File: config.mk
export PLATFORM = sky130hd
export DESIGN_NAME = instruction_encoder
export DESIGN_NICKNAME = d
export VERILOG_FILES = /design/src/rtl/instruction_encoder.sv
export SDC_FILE = /design/constraint.sdc
export NUM_CORES = 1
export LEC_CHECK = 0
export ABC_AREA = 1
export BUFFER_PORTS_ARGS = -buffer_cell sky130_fd_sc_hd__buf_2
export CAP_MARGIN = 20
export CORE_UTILIZATION = 50
export CTS_BUF_LIST = sky130_fd_sc_hd__clkbuf_4
export DETAILED_ROUTE_END_ITERATION = 8
export PLACE_DENSITY = 0.81
export SYNTH_ARGS = -nofsm -noshare
export SYNTH_HDL_FRONTEND = slang
export SYNTH_SLANG_ARGS = --single-unit
export TNS_END_PERCENT = 1
File: constraint.sdc
create_clock -name clk -period 3.1 [get_ports clk]
set_clock_uncertainty 0.2 [all_clocks]
set_input_delay 0.93 -clock clk [delete_from_list [all_inputs] [get_ports clk]]
set_output_delay 0.93 -clock clk [all_outputs]
set_load 0.02 [all_outputs]
File: src/rtl/instruction_encoder.sv
// Encodes data-processing field bundles into 32-bit instruction words and
// queues them in a small FIFO with valid/ready handshakes on both sides.
module instruction_encoder #(
    parameter int unsigned DEPTH = 4,
    parameter logic [3:0]  COND  = 4'b1110
) (
    input  logic        clk,
    input  logic        rst_n,
    input  logic        in_valid,
    output logic        in_ready,
    input  logic        sel,
    input  logic [3:0]  opcode,
    input  logic        s,
    input  logic [3:0]  ra,
    input  logic [3:0]  rc,
    input  logic [3:0]  rb,
    input  logic [1:0]  shift,
    input  logic [4:0]  shift_imm,
    input  logic [3:0]  rotate_imm,
    input  logic [7:0]  immediate,
    output logic        out_valid,
    input  logic        out_ready,
    output logic [31:0] out_data,
    output logic        s_forced,
    output logic [15:0] enc_count
);

    localparam int unsigned AW = (DEPTH > 1) ? $clog2(DEPTH) : 1;
    localparam int unsigned CW = AW + 1;

    logic [31:0]   mem_q [DEPTH];
    logic [AW-1:0] wptr_q, wptr_d;
    logic [AW-1:0] rptr_q, rptr_d;
    logic [CW-1:0] count_q, count_d;
    logic [15:0]   enc_count_q, enc_count_d;
    logic          s_forced_q, s_forced_d;

    logic          push, pop, is_cmp;
    logic [31:0]   word;

    // Compare ops (TST/TEQ/CMP/CMN) always set flags and have no destination.
    always_comb begin
        is_cmp        = (opcode[3:2] == 2'b10);
        word          = '0;
        word[31:28]   = COND;
        word[27:25]   = sel ? 3'b000 : 3'b001;
        word[24:21]   = opcode;
        word[20]      = is_cmp | s;
        word[19:16]   = ra;
        word[15:12]   = is_cmp ? 4'b0000 : rc;
        if (sel) begin
            word[11:7] = shift_imm;
            word[6:5]  = shift;
            word[4]    = 1'b0;
            word[3:0]  = rb;
        end else begin
            word[11:8] = rotate_imm;
            word[7:0]  = immediate;
        end
    end

    assign in_ready  = (count_q < CW'(DEPTH));
    assign out_valid = (count_q != '0);
    assign out_data  = out_valid ? mem_q[rptr_q] : 32'h0;
    assign push      = in_valid && in_ready;
    assign pop       = out_valid && out_ready;
    assign s_forced  = s_forced_q;
    assign enc_count = enc_count_q;

    always_comb begin
        wptr_d      = wptr_q;
        rptr_d      = rptr_q;
        count_d     = count_q;
        enc_count_d = enc_count_q;
        s_forced_d  = push && is_cmp && !s;
        if (push) begin
            wptr_d      = wptr_q + AW'(1);
            enc_count_d = enc_count_q + 16'd1;
        end
        if (pop) begin
            rptr_d = rptr_q + AW'(1);
        end
        case ({push, pop})
            2'b10:   count_d = count_q + CW'(1);
            2'b01:   count_d = count_q - CW'(1);
            default: count_d = count_q;
        endcase
    end

    always_ff @(posedge clk or negedge rst_n) begin
        if (!rst_n) begin
            wptr_q      <= '0;
            rptr_q      <= '0;
            count_q     <= '0;
            enc_count_q <= '0;
            s_forced_q  <= 1'b0;
        end else begin
            wptr_q      <= wptr_d;
            rptr_q      <= rptr_d;
            count_q     <= count_d;
            enc_count_q <= enc_count_d;
            s_forced_q  <= s_forced_d;
        end
    end

    // Storage needs no reset: entries are only visible while count is nonzero.
    always_ff @(posedge clk) begin
        if (push) begin
            mem_q[wptr_q] <= word;
        end
    end

endmodule

### Word-level counts from Yosys, hierarchy flattened

Memory sizes are Yosys's and may differ from the RTL's.
Index checks and enable logic that the tools add are counted.

* bits in writable memories: 104
* register bits after elaboration: 24
* logic and storage cells: 30
* memories kept: 1
* bits of input ports: 41
* output and inout port bits: 51

* eq/ne operators: 3
* multiplexer cells: 7
* magnitude comparators: 1
* add/sub/neg operators: 5
* reductions and logical operators: 7
* bitwise logic cells: 1

Memory list
* mem_q: depth 4, width 26, read ports 1, clocked after memory_dff 0, write ports 1, line 31 `logic [31:0] mem_q [DEPTH];`

Operator list (number)
* $mux 32: 1
* $add 16x1->16 const B: 1
* $mux 12: 1
* $pmux 3 s2: 1
* $add 2x1->2 const B: 2
* $eq 2x2->1 const B: 2
* $logic_and 1x1->1: 4
* $mux 4: 1
* $add 3x1->3 const B: 1
* $lt 3x3->1 const B: 1
* $mux 1: 3
* $reduce_bool 3->1: 1
* $sub 3x1->3 const B: 1
* $eq 2x1->1 const B: 1
* $reduce_bool 2->1: 1
* $logic_not 1->1: 1
* $or 1x1->1: 1

### Depth between registers and ports, before layout

* word-level depth: 4
* gate-level depth with buffers: 9

### Worst setup path before layout

Ideal clock, no wire load.

* path type: input-to-reg
* start: input port in_valid
* end: memory mem_q[0][0] (netlist bit) (enable)
* arrival: 2249 ps
* required time: 2491 ps
* cell stages on the path: 3
* setup slack: 242 ps
* path through: nand2_4 buf_6 nor2_1

* word-level cells in the longest chain between the ends: 3

RTL lines
* start, declared: line 9 `input logic in_valid,`
* $logic_and 1x1->1: line 65 `assign push = in_valid && in_ready;`
* $mux 1: line 108 `if (push) begin`
* $mux 1 (not written as such): line 109 `mem_q[wptr_q] <= word;`
* end, declared: line 31

Every way passes these cells.

### Final worst setup path

* start: register rptr_q[0]
* end: output port out_data[4]

* word-level cells in the longest chain between the ends: 2

RTL lines
* start, declared: line 33 `logic [AW-1:0] rptr_q, rptr_d;`
* start signal, assigned: line 99 `rptr_q <= rptr_d;`
* $mem_v2 4x26
* $mux 32: line 64 `assign out_data = out_valid ? mem_q[rptr_q] : 32'h0;`
* end, declared: line 23 `output logic [31:0] out_data,`

Every way passes these cells.

==> out/qor.yml <==
power:
  p_leak_nw: 2.660
  power_density_nw_per_um2: 908.5
  total_power_w: 0.005869
  ir_drop_uv: 544.9
finish:
  postLayoutCellArea_um2: 6460
  area_delta_synth_final_pct: 16.68
  seqCellArea_um2: 3726
  mostFrequentLayoutCells: "nor2_1, edfxtp_1, buf_2"
  multi_input_area_um2: 1528
  antennaDiodeCount: 0
  layout-drive-gt1-share_pct: 25.40
  n_fill_cell: 853
  fin_nets: 661
  fin_util_pct: 59.85
  final_common_cell: "nor2_1"
cts:
  h-tree-depth: 4
  cts_made_buffers: 17
  cts-root-buf: "clkbuf_4"
  clk_latency_ps: 500
  cts_sinks: 128
  cts_tree: "yes"
  clk_pin_slew_ps: 120
  clk_path_buf_depth: 2
critical_path:
  cpPeakStageDelay_ps: 430
  crit_fanout: 18
  crit_buf_inv: 2
  critPathSlowestCell: "dfrtp_2"
  cp.depth: 6
  path_cells: "buf_4 -> nor2_1 -> nor2_1 -> o21ai_0 -> a21oi_1 -> buf_2"
  path_class: "register to output pin"
  end_kind: "output pin"
  cp.required_ps: 1970
  worstPathArrival_ps: 1850
  cpMostUsedCell: "nor2_1"
  startpoint_type: "register"
  reg2regPathDepth: 9
  crit_family: "buffers and inverters"
floorplanning:
  die_w_um: 107.2
  die-area_um2: 11500
  io_pins: 92
  core_um2: 10790
  fp-row-count: 38
  die_h_um: 107.2
  initial_utilization_pct: 51.30
synthesis:
  syn_avg_cell_area_um2: 10.83
  synth_edf_count: 104
  yosysWarnings: 0
  synth_cell_types: 31
  syn_inst: 511
  synth_seq_area_share_pct: 67.25
  ys_ff_latch: 128
  synth_top_flop_cell: "edfxtp_1"
  syn_area_um2: 5537
  ys_async_sr_fraction_pct: 18.75
drt:
  avgRoutedWirePerCell_um: 15.35
  routed_wl_um: 11760
  avgViaCountPerCell: 5.232
  drc: 0
  dr.pass1.iters: 5
  drtIter0Drc: 364
  detail-route-antenna-nets: 0
  vias: 4008
sta:
  setup_violations: 0
  hold_ws_ps: 198.8
  worst_slew_pin_slew_ps: 544.3
  clock.fmax_ghz: 0.3351
  min_period_over_period_pct: 96.26
  post-route-min-period_ps: 2984
  slew_violations: 0
  hold_violations: 0
  slew_headroom_pct: 63.67
  setup_tns_ps: 0
  rsz0062_at_grt: "false"
global_routing:
  grt_max_degree: 43
  grt_overflow: 0
  grt_pass1_wl_um: 18000
  grtUsageTotal_pct: 20.99
  first_global_vias: 3744
  grt_antenna_before_repair: 0
placement:
  dpl-instance-area_um2: 6115
  numPortBuffers: 88
  place_congestion: 0.8700
  dp_hpwl_um: 7422
outcome:
  outcome: "complete, no violations"
worst_hold_path:
  hold_path.class: "primary input to async pin"
job:
  cap_violations: 0
## cells in the mapped netlist, drive strengths merged, types with 6 or more instances
library cell / count / area (µm²)
buf: 18 / 118.9
o21ai: 55 / 275.3
xor2: 10 / 87.58
clkbuf: 9 / 40.03
dfrtp: 24 / 600.6
edfxtp: 104 / 3123
inv: 37 / 138.9
nor2: 128 / 498.0
ha: 6 / 75.07
a21oi: 27 / 135.1
nand2: 69 / 269.0
nand3: 6 / 30.03
## report_power, final
part / internal, W / switching, W
sequential: 0.00216 / 0.000156
clock: 0.000402 / 0.000609
combinational: 0.000868 / 0.00168
## worst paths after layout
kind / endpoint / slack [ps] / from
setup / recovery: out_data[4] / 120 / rptr_q[0]$_DFFE_PN0P_
hold / removal: enc_count[5]$_DFFE_PN0P_ / 200 / rst_n
setup reg to reg: count_q[2]$_DFFE_PN0P_ / 900 / count_q[0]$_DFFE_PN0P_
hold reg to reg: enc_count[4]$_DFFE_PN0P_ / 330 / enc_count[4]$_DFFE_PN0P_
max in group asynchronous: rptr_q[0]$_DFFE_PN0P_ / 2090 / rst_n
min in group clk: enc_count[4]$_DFFE_PN0P_ / 330 / enc_count[4]$_DFFE_PN0P_
## state kept, by name, indices dropped and copies added, names as in the netlist
register   cells
count_q        3
enc_count     16
mem_q        104
rptr_q         2
s_forced       1
wptr_q         2
## routing by layer
layer | track usage (%) | up-vias | part of all wire, %
li1 | - | 1911 | -
met1 | 27.24 | 1892 | 41
met2 | 34.38 | 188 | 51
met3 | 4.802 | 17 | 7.2
met4 | 8.121 | 0 | 1.3
met5 | 0 | - | 0
## per-stage QoR
| step | std cells | worst slack, ps |
|---|---|---|
| 2_1_floorplan | 513 | 241.7 |
| 4_1_cts | 758 | 54.32 |
| 3_3_place_gp | 726 | 536.0 |
| 5_1_grt | 766 | 2.641 |
| 6_report | 766 | 115.9 |
| 3_5_place_dp | 726 | 443.3 |
## area by class of cell
cell class              count  share of cell area (%)
clock buffers              18                   2.092
clock inverters            14                   1.840
inverters                  38                   2.305
multi-input cells         320                   23.65
flip-flops and latches    128                   57.68
well taps                 140                   2.712
repair buffers            108                   9.723
## kinds of logic after synthesis
logic type | after synthesis | synth area share, %
adders and majority gates | 7 | 1.717
AOI/OAI and AO/OA | 83 | 7.548
other | 1 | 0.06773
DFF | 128 | 67.25
buffers and inverters | 65 | 5.469
and+or+nand+nor | 212 | 15.57
xor gates and xnor gates | 15 | 2.373
## timing repair
action	CTS	global route
setup endpoints to repair	26	6
pin swaps	0	0
gates resized for setup	2	3
setup buffers	0	7
cloned	0	1
hold buffers	0	0
Power figures use the tool's default switching activity.
